$ cat config.mk
export PLATFORM = sky130hd
export DESIGN_NAME = decode_stage_flat
export DESIGN_NICKNAME = d
export VERILOG_FILES = /design/src/rtl/pipeline_pkg.sv /design/src/rtl/decode_stage_if.sv /design/src/rtl/decode_ctrl.sv /design/src/rtl/decode_stage.sv /design/src/flat_wrapper.sv
export SDC_FILE = /design/constraint.sdc
export NUM_CORES = 1
export LEC_CHECK = 0
export CORE_MARGIN = 2
export CORE_UTILIZATION = 30
export CTS_CLUSTER_DIAMETER = 150
export DETAILED_ROUTE_END_ITERATION = 10
export HOLD_SLACK_MARGIN = 0.03
export PLACE_DENSITY = 0.7
export SYNTH_ARGS = -nofsm -noshare
export SYNTH_HDL_FRONTEND = slang
export SYNTH_SLANG_ARGS = --single-unit
$ cat constraint.sdc
create_clock -name clk -period 2.98 [get_ports clk]
set_input_delay 0.596 -clock clk [delete_from_list [all_inputs] [get_ports clk]]
set_output_delay 0.596 -clock clk [all_outputs]
set_load 0.02 [all_outputs]
$ cat src/rtl/pipeline_pkg.sv
// pipeline_pkg: shared opcode/func constants, ALU encodings, ex_ctrl bit indices and the ID/EX record
package pipeline_pkg;
  localparam int PC_W = 30;
  localparam int XLEN = 32;
  localparam logic [5:0] OP_RTYPE = 6'h00;
  localparam logic [5:0] OP_J     = 6'h02;
  localparam logic [5:0] OP_BEQ   = 6'h04;
  localparam logic [5:0] OP_ADDI  = 6'h08;
  localparam logic [5:0] OP_LW    = 6'h23;
  localparam logic [5:0] OP_SW    = 6'h2b;
  localparam logic [5:0] FUNC_ADD = 6'h20;
  localparam logic [5:0] FUNC_SUB = 6'h22;
  localparam logic [5:0] FUNC_AND = 6'h24;
  localparam logic [5:0] FUNC_OR  = 6'h25;
  localparam logic [5:0] FUNC_SLT = 6'h2a;
  typedef enum logic [2:0] {
    ALU_AND = 3'b000,
    ALU_OR  = 3'b001,
    ALU_ADD = 3'b010,
    ALU_SUB = 3'b110,
    ALU_SLT = 3'b111
  } alu_op_t;
  typedef enum logic [1:0] {DEST_NONE, DEST_RD, DEST_RT} dest_sel_t;
  localparam int C_ALU_SRC_IMM = 0;
  localparam int C_REG_WRITE   = 1;
  localparam int C_MEM_READ    = 2;
  localparam int C_MEM_WRITE   = 3;
  localparam int C_MEM_TO_REG  = 4;
  localparam int C_BRANCH      = 5;
  localparam int C_ILLEGAL     = 6;
  typedef struct packed {
    logic            valid;
    logic [PC_W-1:0] pc;
    logic [XLEN-1:0] data_a;
    logic [XLEN-1:0] data_b;
    logic [XLEN-1:0] imm32;
    logic [4:0]      dest;
    logic [4:0]      shamt;
    alu_op_t         alu_op;
    logic [6:0]      ctrl;
  } id_ex_t;
endpackage

$ cat src/rtl/decode_stage_if.sv
// decode_stage_if: fetch <-> decode bus
//   master (fetch): drives if_valid, if_pc, if_instr; sees if_stall, id_jump, id_jump_target
//   slave (decode): the reverse
interface decode_stage_if;
  logic                         if_valid;
  logic [pipeline_pkg::PC_W-1:0] if_pc;
  logic [31:0]                  if_instr;
  logic                         if_stall;
  logic                         id_jump;
  logic [pipeline_pkg::PC_W-1:0] id_jump_target;
  modport master(output if_valid, if_pc, if_instr, input if_stall, id_jump, id_jump_target);
  modport slave(input if_valid, if_pc, if_instr, output if_stall, id_jump, id_jump_target);
endinterface

$ cat src/rtl/decode_ctrl.sv
// decode_ctrl: combinational opcode/func decode
//   op, func  : instruction fields
//   alu_op    : ALU operation for EX
//   ctrl      : {illegal,branch,mem_to_reg,mem_write,mem_read,reg_write,alu_src_imm}
//   dest_sel  : which field names the destination register
//   reads_rt  : instruction consumes the rt register value
module decode_ctrl
  import pipeline_pkg::*;
(
  input  logic [5:0] op,
  input  logic [5:0] func,
  output alu_op_t    alu_op,
  output logic [6:0] ctrl,
  output dest_sel_t  dest_sel,
  output logic       reads_rt
);
  always_comb begin
    alu_op = ALU_ADD;
    ctrl = '0;
    dest_sel = DEST_NONE;
    reads_rt = (op == OP_RTYPE) || (op == OP_SW) || (op == OP_BEQ);
    case (op)
      OP_RTYPE: begin
        dest_sel = DEST_RD;
        ctrl[C_REG_WRITE] = 1'b1;
        case (func)
          FUNC_ADD: alu_op = ALU_ADD;
          FUNC_SUB: alu_op = ALU_SUB;
          FUNC_AND: alu_op = ALU_AND;
          FUNC_OR:  alu_op = ALU_OR;
          FUNC_SLT: alu_op = ALU_SLT;
          default: begin
            ctrl = '0;
            ctrl[C_ILLEGAL] = 1'b1;
            dest_sel = DEST_NONE;
          end
        endcase
      end
      OP_LW: begin
        ctrl[C_ALU_SRC_IMM] = 1'b1;
        ctrl[C_REG_WRITE] = 1'b1;
        ctrl[C_MEM_READ] = 1'b1;
        ctrl[C_MEM_TO_REG] = 1'b1;
        dest_sel = DEST_RT;
      end
      OP_SW: begin
        ctrl[C_ALU_SRC_IMM] = 1'b1;
        ctrl[C_MEM_WRITE] = 1'b1;
      end
      OP_BEQ: begin
        alu_op = ALU_SUB;
        ctrl[C_BRANCH] = 1'b1;
      end
      OP_ADDI: begin
        ctrl[C_ALU_SRC_IMM] = 1'b1;
        ctrl[C_REG_WRITE] = 1'b1;
        dest_sel = DEST_RT;
      end
      OP_J: ;
      default: ctrl[C_ILLEGAL] = 1'b1;
    endcase
  end
endmodule

$ cat src/rtl/decode_stage.sv
// decode_stage: ID stage - IF/ID register, decode, load-use stall, j resolution, ID/EX register
//   clk, rst_n          : clock, async active-low reset
//   fetch (slave)       : if_valid/if_pc/if_instr in; if_stall, id_jump, id_jump_target out
//   flush               : EX taken branch, kills IF/ID and ID/EX
//   rf_addr_*/rf_data_* : register-file read ports (rs, rt)
//   wb_*                : WB write port, bypassed into operands when DECODE_WB_BYPASS_EN is defined
//   ex_*                : ID/EX register contents for the EX stage
module decode_stage
  import pipeline_pkg::*;
(
  input  logic            clk,
  input  logic            rst_n,
  decode_stage_if.slave   fetch,
  input  logic            flush,
  output logic [4:0]      rf_addr_a,
  output logic [4:0]      rf_addr_b,
  input  logic [XLEN-1:0] rf_data_a,
  input  logic [XLEN-1:0] rf_data_b,
  input  logic            wb_reg_write,
  input  logic [4:0]      wb_addr,
  input  logic [XLEN-1:0] wb_data,
  output logic            ex_valid,
  output logic [PC_W-1:0] ex_pc,
  output logic [XLEN-1:0] ex_data_a,
  output logic [XLEN-1:0] ex_data_b,
  output logic [XLEN-1:0] ex_imm32,
  output logic [4:0]      ex_dest,
  output logic [4:0]      ex_shamt,
  output logic [2:0]      ex_alu_op,
  output logic [6:0]      ex_ctrl
);
  logic            ifid_valid;
  logic [PC_W-1:0] ifid_pc;
  logic [31:0]     ifid_instr;
  id_ex_t          idex;
  id_ex_t          idex_d;
  logic [5:0]      op;
  logic [4:0]      rs;
  logic [4:0]      rt;
  logic [4:0]      rd;
  alu_op_t         alu_op;
  logic [6:0]      ctrl;
  dest_sel_t       dest_sel;
  logic            reads_rt;
  logic [4:0]      dest;
  logic            stall;
  logic            jump;
  logic [XLEN-1:0] data_a;
  logic [XLEN-1:0] data_b;
  assign op = ifid_instr[31:26];
  assign rs = ifid_instr[25:21];
  assign rt = ifid_instr[20:16];
  assign rd = ifid_instr[15:11];
  assign rf_addr_a = rs;
  assign rf_addr_b = rt;
  decode_ctrl u_ctrl (
    .op(op),
    .func(ifid_instr[5:0]),
    .alu_op(alu_op),
    .ctrl(ctrl),
    .dest_sel(dest_sel),
    .reads_rt(reads_rt)
  );
  assign dest = dest_sel == DEST_RD ? rd : dest_sel == DEST_RT ? rt : 5'd0;
  // The rs compare applies to every opcode, so a j whose address bits alias the load
  // destination also waits one cycle; that is harmless and keeps the check uniform.
  assign stall = ifid_valid && idex.valid && idex.ctrl[C_MEM_READ] && idex.dest != 5'd0 &&
                 (idex.dest == rs || (idex.dest == rt && reads_rt));
  assign jump = ifid_valid && op == OP_J && !stall && !flush;
  assign fetch.if_stall = stall && !flush;
  assign fetch.id_jump = jump;
  // (pc+1) only affects bits above 26 through the carry out of the low 26 bits.
  assign fetch.id_jump_target = {ifid_pc[PC_W-1:26] + (PC_W-26)'(&ifid_pc[25:0]), ifid_instr[25:0]};
`ifdef DECODE_WB_BYPASS_EN
  assign data_a = (wb_reg_write && wb_addr != 5'd0 && wb_addr == rs) ? wb_data : rf_data_a;
  assign data_b = (wb_reg_write && wb_addr != 5'd0 && wb_addr == rt) ? wb_data : rf_data_b;
`else
  logic unused_wb;
  assign unused_wb = ^{wb_reg_write, wb_addr, wb_data};
  assign data_a = rf_data_a;
  assign data_b = rf_data_b;
`endif
  always_comb begin
    idex_d = '0;
    if (ifid_valid && !flush && !stall && op != OP_J) begin
      idex_d.valid = 1'b1;
      idex_d.pc = ifid_pc;
      idex_d.data_a = data_a;
      idex_d.data_b = data_b;
      idex_d.imm32 = {{16{ifid_instr[15]}}, ifid_instr[15:0]};
      idex_d.dest = dest;
      idex_d.shamt = ifid_instr[10:6];
      idex_d.alu_op = alu_op;
      idex_d.ctrl = ctrl;
      idex_d.ctrl[C_REG_WRITE] = ctrl[C_REG_WRITE] && dest != 5'd0;
    end
  end
  always_ff @(posedge clk or negedge rst_n) begin
    if (!rst_n) begin
      ifid_valid <= 1'b0;
      ifid_pc <= '0;
      ifid_instr <= '0;
      idex <= '0;
    end else begin
      if (flush || jump) ifid_valid <= 1'b0;
      else if (!stall) begin
        ifid_valid <= fetch.if_valid;
        ifid_pc <= fetch.if_pc;
        ifid_instr <= fetch.if_instr;
      end
      idex <= idex_d;
    end
  end
  assign ex_valid = idex.valid;
  assign ex_pc = idex.pc;
  assign ex_data_a = idex.data_a;
  assign ex_data_b = idex.data_b;
  assign ex_imm32 = idex.imm32;
  assign ex_dest = idex.dest;
  assign ex_shamt = idex.shamt;
  assign ex_alu_op = idex.alu_op;
  assign ex_ctrl = idex.ctrl;
endmodule

$ cat src/flat_wrapper.sv
// flat-port wrapper written by rule: the top's interface ports become plain ports
module decode_stage_flat import pipeline_pkg::*;
  (clk, rst_n, flush, rf_addr_a, rf_addr_b, rf_data_a, rf_data_b, wb_reg_write, wb_addr, wb_data, ex_valid, ex_pc, ex_data_a, ex_data_b, ex_imm32, ex_dest, ex_shamt, ex_alu_op, ex_ctrl, fetch_if_valid, fetch_if_pc, fetch_if_instr, fetch_if_stall, fetch_id_jump, fetch_id_jump_target);
  decode_stage_if fetch_i ();
  input  logic clk;
  input  logic rst_n;
  input  logic flush;
  output logic [4:0] rf_addr_a;
  output logic [4:0] rf_addr_b;
  input  logic [XLEN-1:0] rf_data_a;
  input  logic [XLEN-1:0] rf_data_b;
  input  logic wb_reg_write;
  input  logic [4:0] wb_addr;
  input  logic [XLEN-1:0] wb_data;
  output logic ex_valid;
  output logic [PC_W-1:0] ex_pc;
  output logic [XLEN-1:0] ex_data_a;
  output logic [XLEN-1:0] ex_data_b;
  output logic [XLEN-1:0] ex_imm32;
  output logic [4:0] ex_dest;
  output logic [4:0] ex_shamt;
  output logic [2:0] ex_alu_op;
  output logic [6:0] ex_ctrl;
  input wire logic [$bits(fetch_i.if_valid)-1:0] fetch_if_valid;
  input wire logic [$bits(fetch_i.if_pc)-1:0] fetch_if_pc;
  input wire logic [$bits(fetch_i.if_instr)-1:0] fetch_if_instr;
  output wire logic [$bits(fetch_i.if_stall)-1:0] fetch_if_stall;
  output wire logic [$bits(fetch_i.id_jump)-1:0] fetch_id_jump;
  output wire logic [$bits(fetch_i.id_jump_target)-1:0] fetch_id_jump_target;
  assign fetch_i.if_valid = fetch_if_valid;
  assign fetch_i.if_pc = fetch_if_pc;
  assign fetch_i.if_instr = fetch_if_instr;
  assign fetch_if_stall = fetch_i.if_stall;
  assign fetch_id_jump = fetch_i.id_jump;
  assign fetch_id_jump_target = fetch_i.id_jump_target;
  decode_stage u_core (.clk(clk), .rst_n(rst_n), .fetch(fetch_i), .flush(flush), .rf_addr_a(rf_addr_a), .rf_addr_b(rf_addr_b), .rf_data_a(rf_data_a), .rf_data_b(rf_data_b), .wb_reg_write(wb_reg_write), .wb_addr(wb_addr), .wb_data(wb_data), .ex_valid(ex_valid), .ex_pc(ex_pc), .ex_data_a(ex_data_a), .ex_data_b(ex_data_b), .ex_imm32(ex_imm32), .ex_dest(ex_dest), .ex_shamt(ex_shamt), .ex_alu_op(ex_alu_op), .ex_ctrl(ex_ctrl));
endmodule
==> results.md <==
* # port buffers at ~320
* Gr usage total at 14.5%
* Synth unique cells at 41
* Ys Warns at 0
* Final GP Congestion at ~0.8
* Num ports at 357
* Fraction of layout cells with a size suffix above 1 at between 10% and 20%
* Critical path peak fanout at 2
* Arr. time, crit path at around 2.3 ns
* Cell Chain, Critical Path: nand4_1, or4_4, nor4_4, buf_4, ha_4, ha_4, xor2_2, buf_4
* Die W at between 150 and 200 µm
* Post-Route WL at around 19 mm
* HP Class: input port to asynchronous set/reset pin
* Max Root-Sink Buffers at 2
* Height of the die at between 150 and 200 µm
* Slew Viols, Final at 0
* Final hold violation count at 0
* P&R area growth vs syn at 55.1%
* Relative slew slack at 44.3%
* Clock sink count at ~190
* RSZ-0062 raised after global routing: true
* Largest net degree at the start of global routing at a little over 80
* CP max-delay cell: or4_4
* Share of synthesized registers carrying an async set or reset at 100%
* Initial antenna violation count at 0
* DRC viols at 0
* Clk Latency, worst-skew pair at around 0.43 ns
* Post-layout power at 6.05 mW
* Cell class contributing the biggest share of worst-path delay: simple AND/OR/NAND/NOR gates
* Num rows at 57
* CTS clock-pin slew for the worst setup and hold paths at 0.08 ns
* Htree depth at 4
* Vias per inst at between 4 and 5
* Peak VDD IR at around 0.00028 V
* Routed vias at approximately 5000
* Power per cell area at ~520 nW/µm²
* Post-DP HPWL at ~14 mm
* Syn Nets at around 700
* Max incr delay on CP at around 0.56 ns
* Final Skew at roughly 0.02 ns
* Nets@finish at a little over 1000
* Endpoints failing setup at 0
* WS Path Type: register to primary output
* Total grt overflow at 0
* Outcome: finished clean
* Worst-Margin Slew at around 0.8 ns
* Crit path buf inv count at 2
* TritonCTS clock tree: done
* Root Driver: clkbuf_16
* Post-Syn Area per Cell at 14.1 µm²
* Startpoint Class: register
* Critical Path Sink Type: primary output
* Peak Freq at between 0.3 and 0.4 GHz
* Worst Path Required at roughly 2.4 ns
* Core box area at 24500 µm²
* Minimum clock period at a little under 3 ns
* Wire length per cell at between 15 and 20 µm
* Max Cap Violations at 0
* Die area at about 26000 µm²
* Num CTS Buffers at 17
* Static leakage at around 5.2 nW
* Cts hold-fix bufs at 0
* Starting Density at between 30% and 40%
* Post-DRT Antenna Nets at 0
* DRT iter0 DRCs at approximately 300
* Setup TNS at 0 ns
* Detailed Routing Iterations Pass 1 at 5
* Vias in the first global route at 5231
* Final worst path period share at a little over nine tenths
* Pre-CTS WS at -0.106 ns
* Hold_ws at around 0.18 ns
* Synthesized area at 7530 µm²
* Sequential area share after synthesis at ~63%
* Syn Inst Count at between 500 and 600
* First-pass GRT wire length at ~29 mm
* Synth Register Bits at ~190
* Post-synth EDFFs at 0
* Layout Cells excl Fill at about 1200
* DP Cell Count at 1141
* Worst setup margin at between 0.05 and 0.06 ns
* Most used DFF post-synth: dfrtp_1
[metrics by stage]
stage | util, % | instance area (µm²)
2_1_floorplan | - | 7530
3_3_place_gp | 44.9 | 11000
3_5_place_dp | 44.9 | 11000
4_1_cts | 47.6 | 11600
5_1_grt | 47.7 | 11700
6_report | 47.7 | 11700
[placed cells by master, fill, tap and decap left out, types with 3 or more instances in the layout]
cell type        instances
a21oi_1                  5
a22oi_1                  5
and2_1                 112
buf_12                   6
buf_4                   46
clkbuf_16               17
clkdlybuf4s50_1        311
clkinv_8                 3
dfrtp_1                188
inv_6                    4
inv_8                    3
mux2_4                  60
nand2_1                  6
nand3_1                  7
nand4_1                  7
nor2_1                   3
nor3_1                   6
nor3b_1                  3
nor4_1                   4
o21ai_0                  3
or4_1                    3
xnor2_1                 11
[where the power goes]
group / switching (mW) / internal, mW
logic: 0.407 / 0.574
registers: 0.104 / 2.68
clock network: 1.08 / 1.20
total: 1.59 / 4.46
[logic make-up (layout without fill, tap and decap cells)]
logic type / after synthesis / count (layout) / share of synthesized area, %
flip-flops: 188 / 188 / 62.5
AND/OR/NAND/NOR: 169 / 169 / 14.2
buffers and inverters: 79 / 400 / 7.45
multiplexers: 63 / 63 / 12.4
AO/OA/AOI/OAI: 20 / 20 / 1.71
XOR/XNOR: 12 / 12 / 1.40
adder cells (fa/ha/maj): 2 / 2 / 0.332
other: 0 / 1 / 0
[metal layers]
layer / vias up / global-route usage [%] / share of wire [%]
li1: 2324 / - / -
met1: 2477 / 17.5 / 41
met2: 187 / 24.8 / 50
met3: 23 / 5.09 / 7.2
met4: 0 / 3.54 / 1.7
met5: - / 0 / 0
[area by class of cell]
| cell class | count | area, µm² |
|---|---|---|
| fill | 2149 | 12800 |
| sequential | 188 | 4700 |
| timing repair buffer | 367 | 3610 |
| multi-input combinational | 266 | 2340 |
| clock buffer | 17 | 425 |
| tap | 324 | 405 |
| clock inverter | 15 | 178 |
| inverter | 1 | 3.75 |
| antenna | 1 | 2.50 |
[worst register-to-register path, stage by stage (launching register included)]
cell	delay [ns]
dfrtp_1	0.39
or4_4	0.57
o21ai_4	0.18
nor4_4	0.08
buf_4	0.14
buf_4	0.13
nor4b_4	0.33
buf_12	0.18
buf_12	0.21
mux2_2	0.38
[registers in the layout, indices dropped and copies added (netlist names)]
| name | count |
|---|---|
| u_core.ifid_instr | 32 |
| u_core.ex_alu_op | 3 |
| u_core.ex_pc | 30 |
| u_core.ex_dest | 5 |
| u_core.ex_valid | 1 |
| u_core.ifid_valid | 1 |
| u_core.ifid_pc | 30 |
| u_core.ex_ctrl | 6 |
| u_core.ex_data_a | 32 |
| u_core.ex_data_b | 32 |
| u_core.ex_imm32 | 16 |
[synthesized netlist by cell type (3+ instances only)]
cell	instances	area [µm²]
nor3b_1	3	22.5
and2_1	112	701
o21ai_0	3	15.0
nor3_1	6	30.0
clkbuf_1	13	48.8
nand4_1	7	43.8
nand3_1	7	35.0
a21oi_1	5	25.0
dfrtp_1	188	4700
nor2_1	4	15.0
buf_6	6	67.6
or4_1	5	37.5
nand2_1	6	22.5
nor4_1	5	31.3
mux2_4	60	901
a22oi_1	5	37.5
buf_4	58	435
xnor2_1	11	96.3
[timing repair]
action | in CTS | in global routing
setup endpoints to repair | 6 | 6
buffers inserted | 4 | 1
gates resized for setup | 32 | 6
pin swaps | 7 | 4
[final timing paths]
check                                                  from                                 to  slack [ns]  cells after the start
max                           u_core.ifid_pc[5]$_DFFE_PN0P_           fetch_id_jump_target[28]        0.06                      8
min                                                   rst_n     u_core.ex_data_a[31]$_DFF_PN0_        0.18                      1
min reg2reg                u_core.ifid_instr[8]$_DFFE_PN0P_       u_core.ex_imm32[8]$_DFF_PN0_        0.52                      1
max in group asynchronous                             rst_n        u_core.ex_ctrl[3]$_DFF_PN0_        2.03                      2
max reg2reg                     u_core.ex_dest[0]$_DFF_PN0_  u_core.ifid_instr[31]$_DFFE_PN0P_        0.27                      9
min in group clk           u_core.ifid_instr[8]$_DFFE_PN0P_       u_core.ex_imm32[8]$_DFF_PN0_        0.52                      1
Note: power is estimated with default switching activity, not from simulation.
